$ cat config.mk
export PLATFORM = sky130hd
export DESIGN_NAME = path_reader
export DESIGN_NICKNAME = d
export VERILOG_FILES = /design/src/rtl/path_reader_pkg.sv /design/src/rtl/path_reader.sv
export SDC_FILE = /design/constraint.sdc
export NUM_CORES = 1
export LEC_CHECK = 0
export ABC_AREA = 1
export ABC_CLOCK_PERIOD_IN_PS = 3050
export CAP_MARGIN = 10
export CORE_MARGIN = 1
export CORE_UTILIZATION = 50
export DETAILED_ROUTE_END_ITERATION = 16
export DONT_BUFFER_PORTS = 1
export PLACE_DENSITY_LB_ADDON = 0.05
export SLEW_MARGIN = 10
export SYNTH_ARGS = -nofsm -noshare
export SYNTH_HDL_FRONTEND = slang
export SYNTH_SLANG_ARGS = --single-unit
$ cat constraint.sdc
create_clock -name clk -period 3.05 [get_ports clk]
set_clock_uncertainty 0.05 [all_clocks]
set_input_delay 0.4575 -clock clk [delete_from_list [all_inputs] [get_ports clk]]
set_output_delay 0.4575 -clock clk [all_outputs]
set_load 0.01 [all_outputs]
$ cat src/rtl/path_reader_pkg.sv
// Shared definitions for the path readout block: the location word width,
// the readout state encoding and the saturating length helper.
package path_reader_pkg;

  // Width of a maze location word {row, col}, each half LOC_W/2 bits
  localparam int LOC_W = 8;

  // Width of the emitted-location counter
  localparam int LEN_W = 8;

  // Largest value the emitted-location counter can hold
  localparam logic [LEN_W-1:0] LEN_MAX = '1;

  // Readout sequencer states
  typedef enum logic [2:0] {
    IDLE   = 3'd0,
    DONE   = 3'd1,
    SETTLE = 3'd2,
    CHECK  = 3'd3,
    EMIT   = 3'd4,
    FINISH = 3'd5
  } state_t;

  // Increment that sticks at the maximum instead of wrapping
  function automatic logic [LEN_W-1:0] sat_inc(input logic [LEN_W-1:0] value);
    return (value == LEN_MAX) ? value : value + 1'b1;
  endfunction

endpackage

$ cat src/rtl/path_reader.sv
// Path reader: after a search completes, tells the location stack it is done,
// gives it a cycle to reorder, then pops every stored location and presents
// each one downstream with a valid/ready handshake until the stack runs dry.
module path_reader
  import path_reader_pkg::*;
#(
  parameter int LOC_W = path_reader_pkg::LOC_W
) (
  input  logic             clk,
  input  logic             rst,
  input  logic             start,
  input  logic             empStck,
  input  logic [LOC_W-1:0] stkLoc,
  output logic             stkDone,
  output logic             stkPop,
  output logic [LOC_W-1:0] pathLoc,
  output logic             pathValid,
  input  logic             pathReady,
  output logic [LEN_W-1:0] pathLen,
  output logic             busy,
  output logic             finished
);

  state_t             state_reg;
  logic [LOC_W-1:0]   loc_reg;
  logic               valid_reg;
  logic [LEN_W-1:0]   len_reg;
  logic               done_reg;
  logic               fin_reg;
  logic               busy_reg;

  // Sequencer plus all registered outputs; reset clears everything at once
  always_ff @(posedge clk or posedge rst) begin
    if (rst) begin
      state_reg <= IDLE;
      loc_reg   <= '0;
      valid_reg <= 1'b0;
      len_reg   <= '0;
      done_reg  <= 1'b0;
      fin_reg   <= 1'b0;
      busy_reg  <= 1'b0;
    end else begin
      // Pulse outputs default low and are raised only on entry to their state
      done_reg <= 1'b0;
      fin_reg  <= 1'b0;
      case (state_reg)
        IDLE: begin
          if (start) begin
            state_reg <= DONE;
            len_reg   <= '0;
            done_reg  <= 1'b1;
            busy_reg  <= 1'b1;
          end
        end
        DONE: begin
          state_reg <= SETTLE;
        end
        SETTLE: begin
          // The stack reorders during this cycle; its flags are trusted next
          state_reg <= CHECK;
        end
        CHECK: begin
          if (empStck) begin
            state_reg <= FINISH;
            fin_reg   <= 1'b1;
          end else begin
            // The pop strobe is high this cycle, so the current top is taken now
            loc_reg   <= stkLoc;
            valid_reg <= 1'b1;
            state_reg <= EMIT;
          end
        end
        EMIT: begin
          if (pathReady) begin
            valid_reg <= 1'b0;
            len_reg   <= sat_inc(len_reg);
            state_reg <= CHECK;
          end
        end
        FINISH: begin
          state_reg <= IDLE;
          busy_reg  <= 1'b0;
        end
        default: begin
          state_reg <= IDLE;
          valid_reg <= 1'b0;
          busy_reg  <= 1'b0;
        end
      endcase
    end
  end

  // The pop must coincide with the cycle whose top-of-stack is captured, and
  // emptiness is only known once CHECK is reached, so it is decoded from the
  // registered state rather than registered itself.
  assign stkPop = (state_reg == CHECK) && !empStck;

  assign stkDone   = done_reg;
  assign pathLoc   = loc_reg;
  assign pathValid = valid_reg;
  assign pathLen   = len_reg;
  assign busy      = busy_reg;
  assign finished  = fin_reg;

endmodule

Word level (Yosys, flattened, before mapping)
Cells that the tools add are included.
- equal/unequal tests: 10
- mux-type cells: 17
- reduce and logical (&&, ||, !) cells: 11
- bitwise operators: 3
- $add $sub $neg: 1
- operators by type and width (operator ; count):
    $mux W8 ; 3
    $pmux W8 S2 ; 1
    $pmux W3 S5 ; 1
    $add A8 B1 Y8 const B ; 1
    $eq A8 B8 Y1 const B ; 1
    $mux W1 ; 8
    $ne A2 B2 Y1 const B ; 4
    $reduce_or A4 Y1 ; 2
    $eq A3 B2 Y1 const B ; 2
    $eq A3 B3 Y1 const B ; 2
    $mux W3 ; 2
    $reduce_and A2 Y1 ; 3
    $reduce_and A4 Y1 ; 1
    $eq A3 B1 Y1 const B ; 1
    $logic_not A3 Y1 ; 1
    $not A1 Y1 ; 3
    $pmux W1 S3 ; 1
    $reduce_and A3 Y1 ; 1
    $pmux W1 S2 ; 1
    $reduce_bool A2 Y1 ; 1
    $logic_and A1 B1 Y1 ; 1
    $logic_not A1 Y1 ; 1
- register bits: 23
- output and inout port bits: 21
- logic and storage cells: 49
- input bits: 13

Logic depth before layout (Yosys ltp)
- depth in word-level cells: 4
- gate-level depth with buffers: 9
- depth with buffers taken out: 9

Worst setup path before layout
No wires, ideal clock.
- path type: reg-to-reg
- from: reg len_reg[0] (netlist: pathLen[0])
- to: reg len_reg[5] (netlist: pathLen[5])
- required time: 2.935 ns
- slack: 1.653 ns
- clock period less this slack: 1.397 ns
- cell stages (with the launch flop): 9
- arrival: 1.282 ns
- setup time: 0.065 ns
- buffers on the path: 0
- cell sequence: dfrtp_1 ha_1 nand2_1 nor2_2 nand2_2 nor2_4 nor2_2 nand2_1 nand2_1
- cells in the longest elaborated chain, start to end: 4
- elaborated cells on any way between the ends: 7
- classes of those cells: add/sub: 1; eq/ne: 2; mux: 3; reduce/logical: 1
- ends and longest elaborated chain (item ; RTL line ; text):
    start: declaration ; path_reader.sv:27 ; logic [LEN_W-1:0] len_reg;
    start signal: assignment ; path_reader.sv:76 ; len_reg <= sat_inc(len_reg);
    $add A8 B1 Y8 ; path_reader_pkg.sv:26 ; return (value == LEN_MAX) ? value : value + 1'b1;
    $mux W8 ; path_reader_pkg.sv:26 ;
    $mux W8 ; path_reader.sv:74 ; if (pathReady) begin
    $pmux W8 S2 ; path_reader.sv:46 ; case (state_reg)
Several ways; a longest one is shown, not always the timed one. The select of a mux whose other input is x is not followed.
A chain may end at the register's enable or synchronous reset.

Final worst setup path
- from: reg state_reg[2]
- to: out stkPop
- cells in the longest elaborated chain, start to end: 2
- ends and longest elaborated chain (item ; RTL line ; text):
    start: declaration ; path_reader.sv:24 ; state_t state_reg;
    start signal: assignment ; path_reader.sv:35 ; state_reg <= IDLE;
    start signal: assignment ; path_reader.sv:49 ; state_reg <= DONE;
    start signal: assignment ; path_reader.sv:56 ; state_reg <= SETTLE;
    $eq A3 B2 Y1 ; path_reader.sv:96 ; assign stkPop = (state_reg == CHECK) && !empStck;
    $logic_and A1 B1 Y1 ; path_reader.sv:96 ;
    end: declaration ; path_reader.sv:15 ; output logic stkPop,
Every way passes these cells.

==> metrics <==
Post-Syn Area 1130 sq um; worst min path class primary input to asynchronous set/reset pin; total power per unit cell area 775 nW/um^2; clock root cell clkbuf_4; DP Wirelength 1600 microns; Worst setup EP type output pin; Die Y 49.5 microns; # fillers 211; leading post-synthesis cells by cell area dfrtp_1, nand2_1, nor2_1, inv_1, nor2_4; synthesized net count 160; CTS HTree Levels 1; DRC 0; Ports 34; mux contribution to synthesized area 0; first-pass GRT wire length 3560 microns; r2r setup slk 1430 ps; worst slew pin tran 858 ps; drt pass-1 iters 3; critical path data required time 2540 ps; top cell type's share of synthesized area 0.509; Cell variety after synth 19; setup bufs post-CTS 0; PortBufs 0; Avg Cell Area, Syn 7.74 sq um; final hold vios 0; Worst Path Arrival 1300 ps; CP Max Fanout 10; Placement Setup Slack 1460 ps; R2R Path Start pathLen[0]; 1st-iter DRT viols 9; RSZ-0062 raised after global routing false; Final Max Slew Viols 0; vias in the first global route 814; area leader, netlist dfrtp_1; CP cell instances inv_1 -> nand3_2 -> nor2_4; via count 881; Synth Warn # 0; area of the die 2450 sq um; diode count 0; aggregate global-route resource usage 0.193; LEAKAGE 0.631 nW; Vias/cell 4.98; CP max-delay cell dfrtp_1; Max VDD drop 0.000508 V; reg-to-reg endpoint pathLen[2]; final wirelength 2100 microns; Crit path largest cell delay 430 ps; net count reported at finish 165; sequential-to-total area share from yosys stat 0.509; hold buffer count at cts 0; crit path time final 1810 ps; status finished clean; reg2reg path depth 8; synthesis-to-finish area growth 5.43%; starting density of the core 0.553; Die X 49.5 microns; wire length per cell 11.9 microns; total congestion overflow 0; Rows 16; CTS Buf Count 3; WS Path Type flip-flop to output pin; setup violators final 0; main combinational cell family by area after synthesis simple AND/OR/NAND/NOR gates; Core ar. 2040 sq um; #FFs+latches synth 23; Post-Synth XOR/XNOR Area 0.00775; deepest clock path buffer count 2; max-cap violations 0; CP startpoint kind flip-flop; adder-cell share of the synthesized area 0.0111; simple-gate share of the synthesized area 0.385; clock sink total 23; CTS clk-pin slew, worst paths 130 ps; final period utilization 0.594; pin count of the biggest net entering global routing 24; Slew HR 0.427; worst skew pair latency 300 ps; post-CTS sizing 0; layout cells sized above 1 0.113; gate count of the mapped netlist 146; post-route setup TNS 0 ps; initial antenna violation count 0; Routed Antenna Nets 0; Routability Congestion 0.833; CTS tree built; Synth Area in Compound Gates 0.0332; Final Worst Setup Slack 1240 ps; Highest Clock Rate 552 MHz
## Yosys cell counts
library cell and number:
nand2_1 65, dfrtp_1 23, nor2_1 17, inv_1 13, o21ai_0 5, nand3_1 4, inv_2 3, nor2_4 3
nand3_2 2, nor2_2 2, a21oi_1 1, ha_1 1, nand2_2 1, nand2_4 1, nand3b_2 1, nor3_1 1
nor3b_1 1, o21a_1 1, xor2_1 1
## power by group
| group | switching [mW] | internal [mW] |
|---|---|---|
| clock | 0.0874 | 0.0488 |
| combinational | 0.189 | 0.0879 |
| sequential | 0.114 | 0.396 |
## cells in the final DEF (no fill, tap or decap)
| master | count |
|---|---|
| nor2_4 | 3 |
| nor2_2 | 2 |
| nand3b_2 | 1 |
| xor2_1 | 1 |
| clkbuf_4 | 3 |
| o21a_1 | 1 |
| nor3_1 | 1 |
| a21oi_1 | 1 |
| inv_2 | 3 |
| inv_1 | 13 |
| ha_1 | 1 |
| clkinv_2 | 1 |
| nand2_2 | 1 |
| o21ai_0 | 5 |
| nor3b_1 | 1 |
| nand2_4 | 1 |
| nand2_1 | 65 |
| nand3_1 | 4 |
| dfrtp_1 | 23 |
| nor2_1 | 17 |
| nand3_2 | 2 |
## stage by stage
stage                     power [mW]  std cells  hold WS (ps)   util  instance area [sq um]
after global routing            1.00        177           202  0.583                   1190
after detailed placement       0.799        173           479  0.570                   1160
after global placement         0.782        173           478  0.570                   1160
after floorplan                0.726        146           409      -                   1130
after CTS                      0.933        177           175  0.583                   1190
final                          0.923        177           156  0.583                   1190
## cells by family after synthesis
logic type	after synthesis
and+or+nand+nor	98
DFF	23
buffers and inverters	16
AOI/OAI and AO/OA	7
xor gates and xnor gates	1
adders and majority gates	1
## how the worst max path moves through the flow
stage | from | to | slack [ps] | depth (start not counted)
after detailed placement | pathLen[0] | pathLen[2] | 1460 | 8
final | state_reg[2] | stkPop | 1240 | 3
after CTS | state_reg[2] | stkPop | 1230 | 3
after global routing | state_reg[2] | stkPop | 1140 | 3
after floorplan | pathLen[0] | pathLen[5] | 1650 | 8
after global placement | pathLen[0] | pathLen[0] | 1520 | 8
## metal layers
| metal | routed length, microns | vias up | global-route usage |
|---|---|---|---|
| met4 | 19 | 0 | 0.0571 |
| met5 | 0 | - | 0 |
| met3 | 103 | 2 | 0.0525 |
| met1 | 953 | 405 | 0.242 |
| li1 | - | 454 | - |
| met2 | 1020 | 20 | 0.322 |
## critical path: cells and delay by family, from the launching register on
kind,cells,cell delay [ps]
AND/OR/NAND/NOR,2,430
flip-flops,1,430
buffers and inverters,1,150
## area by class of cell
| class | count | area (sq um) | area share |
|---|---|---|---|
| flip-flops and latches | 23 | 576 | 0.483 |
| multi-input cells | 107 | 494 | 0.415 |
| inverters | 16 | 60.1 | 0.0504 |
| well taps | 27 | 33.8 | 0.0284 |
| clock buffers | 3 | 22.5 | 0.0189 |
| clock inverters | 1 | 5.00 | 0.00420 |
Note: power is estimated with default switching activity, not from simulation.
